### src/rtl/view_scroller_if.sv
// view_scroller_if: game-side bundle between the doodle physics and the view scroller.
// Optional score signal present only with VIEW_SCROLLER_SCORE_EN.
`default_nettype none

interface view_scroller_if;
  logic        frameTick;
  logic [31:0] doodleY;
  logic [31:0] minY;
  logic        newView;
  logic        scrolling;
  logic        gameOver;
`ifdef VIEW_SCROLLER_SCORE_EN
  logic [31:0] score;
`endif

  modport master (
    output frameTick,
    output doodleY,
    input  minY,
    input  newView,
    input  scrolling,
`ifdef VIEW_SCROLLER_SCORE_EN
    input  score,
`endif
    input  gameOver
  );

  modport slave (
    input  frameTick,
    input  doodleY,
    output minY,
    output newView,
    output scrolling,
`ifdef VIEW_SCROLLER_SCORE_EN
    output score,
`endif
    output gameOver
  );
endinterface

`default_nettype wire

### src/rtl/view_scroller.sv
// ============================================================================
// Module   : view_scroller
// Purpose  : Moves the view bottom (minY) up in bounded steps as the doodle
//            climbs; declares game over when the doodle falls below the view.
// Options  : VIEW_SCROLLER_SCORE_EN adds a saturating scroll-step score.
// Revision : 1.0 - initial release
// ============================================================================
`default_nettype none

module view_scroller #(
  parameter int SCREEN_HEIGHT = 700,
  parameter int SCROLL_MARGIN = 350,
  parameter int SCROLL_STEP   = 5
) (
  input  wire              clk,
  input  wire              reset,
  view_scroller_if.slave   bus
);

  localparam logic [31:0] c_margin = 32'(SCROLL_MARGIN);
  localparam logic [31:0] c_step   = 32'(SCROLL_STEP);

  generate
    if (SCROLL_MARGIN >= SCREEN_HEIGHT || SCROLL_STEP < 1) begin : g_param_check
      $error("view_scroller: margin must lie inside the screen and step must be >= 1");
    end
  endgenerate

  typedef enum logic [1:0] {
    IDLE   = 2'd0,
    SCROLL = 2'd1,
    DEAD   = 2'd2
  } state_t;

  state_t      state_q;
  logic [31:0] minY_q;
  logic [31:0] target_q;
  logic        newView_q;
  logic        scrolling_q;
  logic        gameOver_q;

  logic        w_below;
  logic        w_over_margin;
  logic        w_retarget;
  logic [31:0] w_target_eff;
  logic [31:0] w_gap;
  logic [31:0] w_step;
  logic [31:0] w_minY_d;
  logic        w_done;

  always_comb begin
    w_below       = bus.doodleY < minY_q;
    // Only evaluated as a subtraction when doodleY >= minY, so it never wraps.
    w_over_margin = !w_below && ((bus.doodleY - minY_q) > c_margin);
    // target + margin cannot overflow because target was derived as doodleY - margin.
    w_retarget    = bus.frameTick && (bus.doodleY > (target_q + c_margin));
    w_target_eff  = w_retarget ? (bus.doodleY - c_margin) : target_q;
    w_gap         = w_target_eff - minY_q;
    w_step        = (w_gap > c_step) ? c_step : w_gap;
    w_minY_d      = minY_q + w_step;
    w_done        = (w_minY_d == w_target_eff);
  end

`ifdef VIEW_SCROLLER_SCORE_EN
  logic [31:0] score_q;
  always_ff @(posedge clk or posedge reset) begin
    if (reset) begin
      score_q <= 32'd0;
    end else if (state_q == SCROLL && w_step != 32'd0 && score_q != 32'hFFFF_FFFF) begin
      score_q <= score_q + 32'd1;
    end
  end
  assign bus.score = score_q;
`endif

  always_ff @(posedge clk or posedge reset) begin
    if (reset) begin
      state_q     <= IDLE;
      minY_q      <= 32'd0;
      target_q    <= 32'd0;
      newView_q   <= 1'b0;
      scrolling_q <= 1'b0;
      gameOver_q  <= 1'b0;
    end else begin
      newView_q <= 1'b0;
      case (state_q)
        IDLE: begin
          if (bus.frameTick) begin
            if (w_below) begin
              state_q    <= DEAD;
              gameOver_q <= 1'b1;
            end else if (w_over_margin) begin
              target_q    <= bus.doodleY - c_margin;
              state_q     <= SCROLL;
              scrolling_q <= 1'b1;
            end
          end
        end
        SCROLL: begin
          target_q <= w_target_eff;
          minY_q   <= w_minY_d;
          if (w_done) begin
            state_q     <= IDLE;
            scrolling_q <= 1'b0;
            newView_q   <= 1'b1;
          end
        end
        DEAD: begin
          state_q <= DEAD;
        end
        default: begin
          state_q     <= IDLE;
          scrolling_q <= 1'b0;
        end
      endcase
    end
  end

  assign bus.minY      = minY_q;
  assign bus.newView   = newView_q;
  assign bus.scrolling = scrolling_q;
  assign bus.gameOver  = gameOver_q;

endmodule

`default_nettype wire

### src/flat_wrapper.sv
// flat-port wrapper written by rule: the top's interface ports become plain ports
module view_scroller_flat 
#(
  parameter int SCREEN_HEIGHT = 700,
  parameter int SCROLL_MARGIN = 350,
  parameter int SCROLL_STEP   = 5
)
  (clk, reset, bus_frameTick, bus_doodleY, bus_minY, bus_newView, bus_scrolling, bus_gameOver);
  view_scroller_if bus_i ();
  input  wire clk;
  input  wire reset;
  input wire logic [$bits(bus_i.frameTick)-1:0] bus_frameTick;
  input wire logic [$bits(bus_i.doodleY)-1:0] bus_doodleY;
  output wire logic [$bits(bus_i.minY)-1:0] bus_minY;
  output wire logic [$bits(bus_i.newView)-1:0] bus_newView;
  output wire logic [$bits(bus_i.scrolling)-1:0] bus_scrolling;
  output wire logic [$bits(bus_i.gameOver)-1:0] bus_gameOver;
  assign bus_i.frameTick = bus_frameTick;
  assign bus_i.doodleY = bus_doodleY;
  assign bus_minY = bus_i.minY;
  assign bus_newView = bus_i.newView;
  assign bus_scrolling = bus_i.scrolling;
  assign bus_gameOver = bus_i.gameOver;
  view_scroller #(.SCREEN_HEIGHT(SCREEN_HEIGHT), .SCROLL_MARGIN(SCROLL_MARGIN), .SCROLL_STEP(SCROLL_STEP)) u_core (.clk(clk), .reset(reset), .bus(bus_i));
endmodule
### config.mk
export PLATFORM = sky130hd
export DESIGN_NAME = view_scroller_flat
export DESIGN_NICKNAME = d
export VERILOG_FILES = /design/src/rtl/view_scroller_if.sv /design/src/rtl/view_scroller.sv /design/src/flat_wrapper.sv
export SDC_FILE = /design/constraint.sdc
export NUM_CORES = 1
export LEC_CHECK = 0
export ABC_AREA = 1
export BUFFER_PORTS_ARGS = -buffer_cell sky130_fd_sc_hd__buf_2
export CAP_MARGIN = 20
export CELL_PAD_IN_SITES_DETAIL_PLACEMENT = 0
export CELL_PAD_IN_SITES_GLOBAL_PLACEMENT = 1
export CORE_MARGIN = 2
export CORE_UTILIZATION = 48
export DETAILED_ROUTE_END_ITERATION = 7
export PLACE_DENSITY = 0.89
export SLEW_MARGIN = 10
export SYNTH_ARGS = -nofsm -noshare
export SYNTH_HDL_FRONTEND = slang
export SYNTH_SLANG_ARGS = --single-unit
### constraint.sdc
create_clock -name clk -period 20.5 [get_ports clk]
set_input_delay 6.15 -clock clk [delete_from_list [all_inputs] [get_ports clk]]
set_output_delay 6.15 -clock clk [all_outputs]
set_load 0.01 [all_outputs]
==> out/summary.txt <==
Synth Instances: 1941
Cell Pwr Density: 36.3 nW/µm²
CP max stage delay: 740 ps
area delta synth->final: 9.16%
asr flop ratio synth: 100%
port bufs: 69
worst clock skew: 10.5 ps
vias post-DR: 12778
number of global-route vias before repair: 12024
initial antenna violation count: 0
Max Cap Viol: 0
Arr. time, crit path: 15400 ps
WP data required: 20740 ps
total congestion overflow: 0
Hold/Removal Path Class: flip-flop to flip-flop
fin crit period: 15160 ps
pre-CTS setup slack: 5020 ps
R2R Setup Slk: 8380 ps
chip height: 160 µm
Initial DRC Count: 1038
Detailed Route WL: 39.2 mm
drt first pass iters: 6
final number of setup-violating endpoints: 0
drt via density: 5.43
Final Hold Viols: 0
Post-Syn Area: 11700 µm²
outcome: finished, final reports clean
drc violations: 0
Peak VDD IR: 0.0000340 V
Worst R2R Path Depth: 74
GRT Total Usage: 30.7%
dominant synthesized flop cell: dfrtp_1
FF+latch count, synth: 69
first-pass GRT wire length: 62.2 mm
# hold bufs at CTS: 0
CTS tree: done
clock-pin slew on the worst setup and hold paths: 60 ps
final worst-path cycle share: 74.0%
Post-synth EDFFs: 0
Synth Area per Inst: 6.04 µm²
# clock sinks: 69
CP dominant cell by count: nand2_1
Clock Path Buffers: 2
Initial Util: 48.5%
Slowest-stage cell, CP: o21ai_0
Leak: 7.06 nW
post-synth cell types: 54
RSZ-0062 raised after global routing: false
post-CTS setup buffers: 0
post-synthesis sequential area ratio: 14.7%
setup TNS: 0 ps
CTS buffer count: 9
die area: 25700 µm²
core region area: 24200 µm²
clock insertion delay at the later pin of the skew report: 350 ps
Internal: 0.297 mW
Max-slew headroom: 22.1%
CP Capture Type: flip-flop
peak fanout along the critical path: 43
Antenna Nets Post-Route: 0
# fillers: 2585
combinational cell fraction of total power: 32.8%
worst setup margin: 5340 ps
synth warn: 0
share of cells above drive strength 1: 7.53%
Slew Viols, Final: 0
final RePlAce weighted congestion: 0.980
Power Total: 0.465 mW
HPWL Detailed: 33.1 mm
cell depth of the worst hold path: 1
Site Rows: 57
CP Launch Type: primary input
Slew @ Worst Pin: 1170 ps
Sw Pwr: 0.168 mW
root buffer cell: clkbuf_16
Peak Freq: 0.0660 GHz
IO Count: 70
Sw Share: 36.1%
Die Width: 160 µm
largest net degree at the start of global routing: 70
Avg WL per Cell: 16.6 µm
Resized Gates After CTS: 0
sequential share of power: 30.2%
Crit Path Category: primary input to flip-flop
Final #Nets: 2192
H-tree depth: 3
Clk network pwr share: 37.0%
n_diodes: 0
## worst max-delay path: cells and delay by family
kind	cells	cell delay, ps
AOI/OAI and AO/OA	6	1830
and+or+nand+nor	39	4620
buffers and inverters	6	1020
adders and majority gates	4	1130
xor gates and xnor gates	2	620
## routing by layer
metal	up-vias	track usage (%)	share of wire [%]	wire length, µm
met1	5904	44.5	49	19000
met4	0	8.60	2.2	869
li1	6498	-	-	-
met5	-	0	0	0
met2	338	49.3	44	17300
met3	38	1.96	5.1	1980
## synthesized netlist by cell type (8+ instances only)
cell type  instances  area, µm²
nand2_1          572       2150
inv_1            274       1030
nor2_1           148        556
o21ai_0          133        666
ha_1             127       1590
nand3_1          123        616
a21oi_1          121        606
xor2_1            81        709
dfrtp_1           69       1730
nand4_1           37        231
xnor2_1           30        263
nor3_1            26        130
a31oi_1           18        113
nand3b_1          17        128
nand2_2           16        100
clkbuf_1          15       56.3
o21ai_1           14       70.1
o21bai_1          11       82.6
nor4_1             9       56.3
nor2_2             8       50.1
## registers in the layout, summed over array words and instances, names as in the netlist
register,count
u_core.state_q,2
u_core.bus.minY,32
u_core.bus.gameOver,1
u_core.target_q,32
u_core.bus.scrolling,1
u_core.bus.newView,1
## final cells by class
type                    count  area, µm²  share of cell area [%]
multi-input cells        1596       8940                    69.8
repair buffers             72        368                    2.87
flip-flops and latches     69       1730                    13.5
clock buffers              10        239                    1.87
clock inverters             5       75.1                   0.586
well taps                 324        405                    3.17
inverters                 279       1050                    8.18
## power by group through the flow
stage	Combinational, mW	Sequential [mW]	Clock, mW
3_3_place_gp	0.146	0.143	0
4_1_cts	0.148	0.140	0.175
3_5_place_dp	0.147	0.143	0
2_1_floorplan	0.108	0.142	0
6_report	0.152	0.140	0.172
5_1_grt	0.172	0.141	0.179
## cells by family after synthesis
logic type	synth area share, %
flops	14.7
mux	0.512
other cells	0.0320
xor+xnor	8.48
compound gates	15.6
fa+ha+maj	14.1
buf+inv	9.96
simple gates	36.6
## placed cells by master (no fill, tap or decap), types with 16 or more instances in the layout
| cell | synthesis | final |
|---|---|---|
| nor3_1 | 26 | 26 |
| nand2_2 | 16 | 16 |
| xor2_1 | 81 | 81 |
| nand4_1 | 37 | 37 |
| o21ai_0 | 133 | 133 |
| conb_1 | 1 | 28 |
| xnor2_1 | 30 | 30 |
| nand3b_1 | 17 | 17 |
| dfrtp_1 | 69 | 69 |
| buf_2 | 4 | 69 |
| inv_1 | 274 | 273 |
| a31oi_1 | 18 | 18 |
| a21oi_1 | 121 | 121 |
| ha_1 | 127 | 127 |
| nand3_1 | 123 | 123 |
| nand2_1 | 572 | 572 |
| nor2_1 | 148 | 147 |
## path summary, 6_finish.rpt
check	from	end
max	bus_doodleY[15]	u_core.bus.scrolling
min	u_core.bus.gameOver	u_core.bus.gameOver
max reg2reg	u_core.target_q[1]	u_core.bus.scrolling
min reg2reg	u_core.bus.gameOver	u_core.bus.gameOver
max in group asynchronous	reset	u_core.target_q[8]
min in group asynchronous	reset	u_core.bus.minY[29]
## through the flow
step / hold WS [ps] / instance area (µm²) / util, % / cells
3_5_place_dp: 456 / 12500 / 51.7 / 2340
5_1_grt: 498 / 12800 / 53.0 / 2355
3_3_place_gp: 459 / 12500 / 51.7 / 2340
2_1_floorplan: 453 / 11800 / - / 1968
6_report: 474 / 12800 / 53.0 / 2355
4_1_cts: 480 / 12800 / 53.0 / 2355
Power figures use the tool's default switching activity.
